## config.mk

```make
export PLATFORM = sky130hd
export DESIGN_NAME = bus_mailbox_responder
export DESIGN_NICKNAME = d
export VERILOG_FILES = /design/src/rtl/bus_mailbox_responder.sv
export SDC_FILE = /design/constraint.sdc
export NUM_CORES = 1
export LEC_CHECK = 0
export CORE_ASPECT_RATIO = 0.5
export CORE_UTILIZATION = 45
export CTS_CLUSTER_SIZE = 30
export DETAILED_ROUTE_END_ITERATION = 10
export PLACE_DENSITY = 0.79
export RECOVER_POWER = 100
export SYNTH_ARGS = -nofsm -noshare
export SYNTH_HDL_FRONTEND = slang
export SYNTH_SLANG_ARGS = --single-unit
```

## constraint.sdc

```tcl
create_clock -name clk -period 8.3 [get_ports clk]
set_clock_uncertainty 0.15 [all_clocks]
set_input_delay 1.66 -clock clk [delete_from_list [all_inputs] [get_ports clk]]
set_output_delay 1.66 -clock clk [all_outputs]
set_load 0.1 [all_outputs]
```

## src/rtl/bus_mailbox_responder.sv

```systemverilog
// Memory-mapped mailbox on the 6502 bus: an 8-byte register window with a
// 4-entry transmit FIFO, a scratch register, and read responses that are
// delayed by a programmable number of rdy-low wait states. The FIFO head is
// presented on a valid/ready stream toward a peripheral.
module bus_mailbox_responder #(
  parameter logic [15:0] BASE_ADDR   = 16'hD000,
  parameter int unsigned WAIT_CYCLES = 2,
  parameter int unsigned FIFO_DEPTH  = 4
) (
  input  logic        clk,
  input  logic        reset,
  input  logic        access,
  input  logic [15:0] addr,
  input  logic        we,
  input  logic [7:0]  din,
  output logic [7:0]  dout,
  output logic        dout_en,
  output logic        rdy,
  output logic [7:0]  out_data,
  output logic        out_valid,
  input  logic        out_ready,
  output logic        irq_n
);

  typedef enum logic [1:0] {S_IDLE, S_WAIT, S_RESP} state_e;

  localparam logic [3:0] WAIT_LOAD = 4'(WAIT_CYCLES);
  localparam logic [2:0] DEPTH     = 3'(FIFO_DEPTH);

  // Register offsets inside the window.
  localparam logic [2:0] OFF_DATA    = 3'd0;
  localparam logic [2:0] OFF_STATUS  = 3'd1;
  localparam logic [2:0] OFF_SCRATCH = 3'd2;

  state_e      state_q, state_d;
  logic [3:0]  cnt_q, cnt_d;
  logic [2:0]  off_q, off_d;
  logic [7:0]  dout_q, dout_d;
  logic [7:0]  scratch_q, scratch_d;
  logic        irq_en_q, irq_en_d;
  logic        ovf_q, ovf_d;
  logic [1:0]  wr_ptr_q, wr_ptr_d;
  logic [1:0]  rd_ptr_q, rd_ptr_d;
  logic [2:0]  count_q, count_d;
  logic [7:0]  mem_q [4];

  logic        hit, idle, rd_hit, wr_hit;
  logic [2:0]  off;
  logic        full, empty, pop, push, accept, capture;
  logic [2:0]  rd_sel;
  logic [7:0]  status, rd_val;

  // Bus decode; accesses are only acted on while no read is in flight.
  assign hit    = access && (addr[15:3] == BASE_ADDR[15:3]);
  assign off    = addr[2:0];
  assign idle   = (state_q == S_IDLE);
  assign rd_hit = idle && hit && !we;
  assign wr_hit = idle && hit && we;

  assign full   = (count_q == DEPTH);
  assign empty  = (count_q == 3'd0);
  assign status = {full, empty, ovf_q, irq_en_q, 1'b0, count_q};

  // Zero-wait reads capture from the live offset; otherwise from the latched one.
  assign rd_sel = idle ? off : off_q;

  // Read mux over registered state only.
  always_comb begin
    case (rd_sel)
      OFF_DATA:    rd_val = 8'h00;
      OFF_STATUS:  rd_val = status;
      OFF_SCRATCH: rd_val = scratch_q;
      default:     rd_val = 8'hFF;
    endcase
  end

  // Read-response FSM: next state, wait counter and response capture.
  always_comb begin
    // NOTE: every signal gets a default before the case so no path leaves it unassigned, which would infer a latch.
    state_d = state_q;
    cnt_d   = cnt_q;
    off_d   = off_q;
    capture = 1'b0;
    case (state_q)
      S_IDLE: begin
        if (rd_hit) begin
          off_d = off;
          cnt_d = WAIT_LOAD;
          if (WAIT_CYCLES == 0) begin
            state_d = S_RESP;
            capture = 1'b1;
          end else begin
            state_d = S_WAIT;
          end
        end
      end
      S_WAIT: begin
        if (cnt_q <= 4'd1) begin
          state_d = S_RESP;
          capture = 1'b1;
        end else begin
          cnt_d = cnt_q - 4'd1;
        end
      end
      S_RESP:  state_d = S_IDLE;
      default: state_d = S_IDLE;
    endcase
    dout_d = capture ? rd_val : dout_q;
  end

  // FIFO bookkeeping and control/scratch register writes.
  always_comb begin
    pop       = !empty && out_ready;
    push      = wr_hit && (off == OFF_DATA);
    // A full FIFO still accepts a push when the head leaves on the same edge.
    accept    = push && (!full || pop);
    wr_ptr_d  = wr_ptr_q + {1'b0, accept};
    rd_ptr_d  = rd_ptr_q + {1'b0, pop};
    count_d   = count_q + {2'b00, accept} - {2'b00, pop};
    scratch_d = scratch_q;
    irq_en_d  = irq_en_q;
    ovf_d     = ovf_q;
    if (wr_hit && (off == OFF_STATUS)) begin
      irq_en_d = din[4];
      if (din[5]) ovf_d = 1'b0;
    end
    if (wr_hit && (off == OFF_SCRATCH)) scratch_d = din;
    if (push && !accept) ovf_d = 1'b1;
  end

  // State register with synchronous reset.
  always_ff @(posedge clk) begin
    // NOTE: sequential state uses non-blocking assignments so every register samples pre-edge values.
    if (reset) begin
      state_q   <= S_IDLE;
      cnt_q     <= 4'd0;
      off_q     <= 3'd0;
      dout_q    <= 8'h00;
      scratch_q <= 8'h00;
      irq_en_q  <= 1'b0;
      ovf_q     <= 1'b0;
      wr_ptr_q  <= 2'd0;
      rd_ptr_q  <= 2'd0;
      count_q   <= 3'd0;
    end else begin
      state_q   <= state_d;
      cnt_q     <= cnt_d;
      off_q     <= off_d;
      dout_q    <= dout_d;
      scratch_q <= scratch_d;
      irq_en_q  <= irq_en_d;
      ovf_q     <= ovf_d;
      wr_ptr_q  <= wr_ptr_d;
      rd_ptr_q  <= rd_ptr_d;
      count_q   <= count_d;
    end
  end

  // FIFO storage write port.
  always_ff @(posedge clk) begin
    // NOTE: storage is not reset; an empty count masks stale entries and out_data is forced to zero.
    if (accept) mem_q[wr_ptr_q] <= din;
  end

  assign dout      = dout_q;
  assign dout_en   = (state_q == S_RESP);
  assign rdy       = (state_q != S_WAIT);
  assign out_valid = !empty;
  assign out_data  = empty ? 8'h00 : mem_q[rd_ptr_q];
  assign irq_n     = !(irq_en_q && !empty);

endmodule

```

# Word-level counts from Yosys, hierarchy flattened
# Memories as Yosys holds them, arrays and structs flattened. A register that Yosys moved wholly into a read port is not among the register bits.
# Index checks and enable logic that the tools add are counted.
[op_classes]
addsub = 5
n_mul = 0
div_mod_pow = 0
magnitude_cmp = 1
eq_ne = 12
shifts = 0
n_mux = 17
bitwise = 0
reduce_logical = 28
[op_table]
columns = ["operator", "n"]
rows = [
  ["$pmux W8 S3", 1],
  ["$eq A13 B13 Y1 const B", 1],
  ["$logic_and A1 B1 Y1", 11],
  ["$logic_not A3 Y1", 3],
  ["$mux W4", 2],
  ["$mux W8", 1],
  ["$pmux W4 S2", 1],
  ["$mux W1", 7],
  ["$eq A3 B1 Y1 const B", 2],
  ["$eq A3 B2 Y1 const B", 2],
  ["$mux W2", 3],
  ["$reduce_and A2 Y1", 3],
  ["$reduce_bool A2 Y1", 3],
  ["$logic_not A1 Y1", 5],
  ["$add A2 B1 Y2", 2],
  ["$le A4 B1 Y1 const B", 1],
  ["$ne A2 B1 Y1 const B", 2],
  ["$ne A2 B2 Y1 const B", 2],
  ["$pmux W2 S2", 1],
  ["$sub A4 B1 Y4 const B", 1],
  ["$add A3 B1 Y3", 1],
  ["$eq A3 B3 Y1 const B", 1],
  ["$mux W3", 1],
  ["$reduce_and A3 Y1", 1],
  ["other kinds (5)", 5],
]
[totals]
ff_bits = 34
latch_bits = 0
mem_bits_rw = 32
romBits = 0
out_inout_bits = 20
wordCells = 74
memories = 1
[mem_list]
columns = ["memory", "words", "width", "rd", "rd_clocked_by_memory_dff", "write_ports", "line_no", "source"]
rows = [
  ["mem_q", 4, 8, 1, 1, 1, "45", "logic [7:0] mem_q [4];"],
]

# Longest topological paths before layout
[depth]
word_depth = 10
ltp_mapped = 13
ltp_nobuf = 11

# Least setup slack after synthesis
# Ideal clock, no wire load.
[synth_path]
path_kind = "input to register"
start = "in addr[7]"
end = "reg count_q[2]"
setup_ps = 128
arrival_time_ps = 4682
setup_slack_ps = 3340
stages = 13
path_buffers = 2
path_cell_list = "or4_1 > or4_1 > buf_2 > or4_4 > buf_6 > ha_1 > inv_1 > ha_1 > inv_1 > fa_1 > xor2_1 > xnor2_1 > nor2_1"
[synth_between]
elab_chain_len = 8
[synth_lines]
columns = ["item", "line_no", "source"]
rows = [
  ["start: declaration", "13", "input logic [15:0] addr,"],
  ["$eq A13 B13 Y1", "54", "assign hit = access && (addr[15:3] == BASE_ADDR[15:3]);"],
  ["$logic_and A1 B1 Y1", "54", ""],
  ["$logic_and A1 B1 Y1 (2 in series)", "58", "assign wr_hit = idle && hit && we;"],
  ["$logic_and A1 B1 Y1", "114", "push = wr_hit && (off == OFF_DATA);"],
  ["$logic_and A1 B1 Y1", "116", "accept = push && (!full || pop);"],
  ["$add A3 B1 Y3", "119", "count_d = count_q + {2'b00, accept} - {2'b00, pop};"],
  ["$sub A3 B1 Y3", "119", ""],
  ["end signal: assignment", "155", "count_q <= count_d;"],
  ["end: declaration", "44", "logic [2:0] count_q, count_d;"],
]
# Every way passes these cells.
# A chain may end at the register's enable or synchronous reset.

# Worst setup path in the final report
[layout_path]
start = "in addr[7]"
end = "mem mem_q[2][7], enable pin"
[layout_between]
elab_chain_len = 8
[layout_lines]
columns = ["item", "line_no", "source"]
rows = [
  ["$eq A13 B13 Y1", "54", ""],
  ["$logic_and A1 B1 Y1", "54", ""],
  ["$logic_and A1 B1 Y1 (2 in series)", "58", ""],
  ["$logic_and A1 B1 Y1", "114", ""],
  ["$logic_and A1 B1 Y1", "116", ""],
  ["$mux W1", "162", "if (accept) mem_q[wr_ptr_q] <= din;"],
  ["$mux W1 (not written as such)", "162", ""],
  ["end: declaration", "45", ""],
]
# Every way passes these cells.

==> reports/metrics.cfg <==
[synth]
postSynthRegisterBits=66
yosys.area_share.xor_xnor_pct=1.512
synth_top_family_by_area=simple AND/OR/NAND/NOR gates
async_sr_flop_fraction_pct=0
synthFlopType=dfxtp_1
post_synth_instance_area_um2=2897
synth.distinct_cells=45
mappedNetlistNets=287
syn-instance-count=251
synth_fa_ha_area_share_pct=3.283
synth_area_per_inst_um2=11.54
yosys.area_share.simple_pct=17.75
synth-compound-area-share_pct=10.24
synthesis.yosys.warnings=0
ys_seq_area_share_pct=56.67
edff_count_synth=32
post_synth_mux_area_share_pct=6.955

[sta]
max-slew-margin-rel_pct=0.1077
report.final.slew_viol_count=0
finalCriticalPeriod_ps=5586
finalSetupViolations=0
hold_viol_final=0
min_period_over_period_pct=67.30
grt_setup_unrepaired=false
setup_tns_ps=0
fmaxAchievable_ghz=0.1790
max_slew.worst_pin.slew_ps=1498

[clock_tree]
cts_tree=done
later_pin_clock_latency_in_the_skew_report_ps=320
post_cts_buffers=0
root_buffer=clkbuf_16
cts_hold_repair.buffers=0
sinks_on_the_clock_net=66
clkTransAtPathRegs_ps=50
cts_resized=0
cts_max_path_buffers=2
numCtsBuffers=9
htree_levels=3

[worst_setup_path]
setup.worst_path.end_class=flip-flop
timing.rr.end=mem_q[2][7]
regToRegStartpoint=state_q[0]
crit_type=in2reg
critical-path-top-delay-family=simple AND/OR/NAND/NOR gates
crit_path_frequent_cell=or4_1
timing.critical_path.from_type=input pin
timing.critical_path.buf_inv=1
worst_r2r_path_depth=4
critical_path_required_ps=8080
worst_ep_arrival_time_ps=5360
reg2reg_setup_slack_ps=4280
worst_path_max_delay_cell=nor3b_1
max_stage_delay_on_crit_path_ps=1110
cell_by_cell_listing_of_the_critical_path=dlygate4sd3_1, or4_1, or4_1, or4_1, nor3b_1
biggest_fanout_along_the_worst_timing_path=17

[power]
comb_power_share_pct=31.1
internal_dissipation_uw=645.0
p_sw_share_pct=37.38
net-switching-power_uw=385.0
max-vdd-ir-drop_v=0.00008204
power.share.clock_pct=32.7
power.density_nw_per_um2=278.5
seqPwrFrac_pct=36.2
cellLeakagePower_uw=0.001277

[hold_path]
whs_endpoint=dout[2]
whs_path_cells=2
worstHoldPathType=reg2reg
holdCritStartpoint=scratch_q[2]

[floorplan]
dieHeight_um=58.73
die_w_um=115.5
die_ar_um2=6781
coreArea_um2=6131
floorplan.io_pins=49
floorplan.rows=20
starting_density_of_the_core_pct=47.24

[finish]
final_layout_size_suffix_gt1_share_pct=9.539
num-nets-final=335
n_antenna_cell=0
synthToLayoutAreaGrowth_pct=27.69
layout.cells.most_common_list=34 x dfxtp_1, 32 x edfxtp_1, 31 x dlygate4sd3_1
final_design_area_no_fill_um2=3699
most_common_cell_after_layout_fill_and_taps_aside=dfxtp_1

[global_routing]
initial_antenna_violation_count=0
grt_max_degree=36
grt-ovfl-total=0
gr-usage-all-layers_pct=19.57
via_count_of_the_first_global_routing_pass=2069
first_pass_grt_wire_length_mm=9.798

[drt]
detail_route.first_pass.iterations=4
antenna_left=0
vias=2095
wl_per_cell_um=15.76
dr.first_iter.drc_count=173
remaining_drc_errors=0
wl_mm=6.177
vias_per_cell=5.344

[place]
detailed_place.area_um2=3448
io_buffers=48
detailed_place_hpwl_mm=4.292
globalplace.congestion=0.8026

[run_status]
run_status=complete, but fails checks
failed_checks=capacitance limit

[job]
max_cap_violations=1

==> sequential cells by signal (all words and copies together) (netlist names) <==
register / cells
wr_ptr_q: 2
cnt_q: 4
count_q: 3
off_q: 3
irq_en_q: 1
mem_q: 32
ovf_q: 1
scratch_q: 8
rd_ptr_q: 2
dout: 8
state_q: 2
==> cell families (layout without fill, tap and decap cells) <==
logic type                 after synthesis  after routing
buffers and inverters                   25             78
DFF                                     66             66
AOI/OAI and AO/OA                       51             51
adders and majority gates                7              7
xor gates and xnor gates                 5              5
muxes                                   10             10
and+or+nand+nor                         87             87
==> cell usage after synthesis, types with 4 or more instances <==
| cell type | number | area (um2) |
|---|---|---|
| a211oi_1 | 8 | 60.06 |
| a21oi_1 | 22 | 110.1 |
| and2_1 | 9 | 56.30 |
| clkbuf_1 | 12 | 45.04 |
| dfxtp_1 | 34 | 680.7 |
| edfxtp_1 | 32 | 960.9 |
| ha_1 | 6 | 75.07 |
| inv_1 | 10 | 37.54 |
| mux4_2 | 8 | 180.2 |
| nand2_1 | 4 | 15.01 |
| nand3_1 | 10 | 50.05 |
| nand4_1 | 9 | 56.30 |
| nor2_1 | 17 | 63.81 |
| nor2b_1 | 9 | 56.30 |
| nor3_1 | 7 | 35.03 |
| o21ai_0 | 12 | 60.06 |
| or4_1 | 4 | 30.03 |
==> worst register-to-register path: cells and delay by family, from the launching register on <==
family | cells | cell delay, ps
flops | 1 | 340
simple gates | 4 | 3140
==> layout make-up <==
cell class	instances	area, um2
timing repair buffer	51	495.5
clock inverter	6	42.54
tap	88	110.1
inverter	11	42.54
sequential	66	1642
clock buffer	10	229.0
multi-input combinational	160	1137
fill	484	2432
==> routing by layer <==
layer	vias up	share of wire (%)	global-route usage, %
met1	1005	44	24.22
met5	-	0	0
met3	6	5.8	5.252
li1	1032	-	-
met4	0	0.92	7.421
met2	52	50	33.36
==> power groups by stage <==
stage          Sequential, uW  Combinational [uW]  Clock, uW
2_1_floorplan             364                 270          0
3_3_place_gp              380                 329          0
3_5_place_dp              380                 332          0
4_1_cts                   374                 333        340
5_1_grt                   376                 336        354
6_report                  373                 320        337
==> worst max path at each step <==
stage / start / to / slack (ps) / depth (start not counted)
floorplan: addr[7] / count_q[2] / 3340 / 13
global placement: addr[7] / count_q[2] / 2770 / 12
detailed placement: addr[7] / count_q[2] / 2700 / 12
CTS: addr[7] / count_q[2] / 3030 / 12
global route: addr[7] / mem_q[2][4] / 2500 / 5
finish: addr[7] / mem_q[2][7] / 2710 / 5
==> stage by stage <==
step                      hold WS [ps]  total power, uW  cells  setup slack [ps]  util, %
final                            321.6             1030    392              2714    60.33
after global routing             337.8             1065    392              2496    60.33
after CTS                        323.2             1047    392              3031    60.67
after detailed placement         314.9            712.6    376              2696    56.24
after global placement           311.1            709.0    376              2771    56.24
after floorplan                  295.9            633.7    251              3340        -
Power figures use the tool's default switching activity.
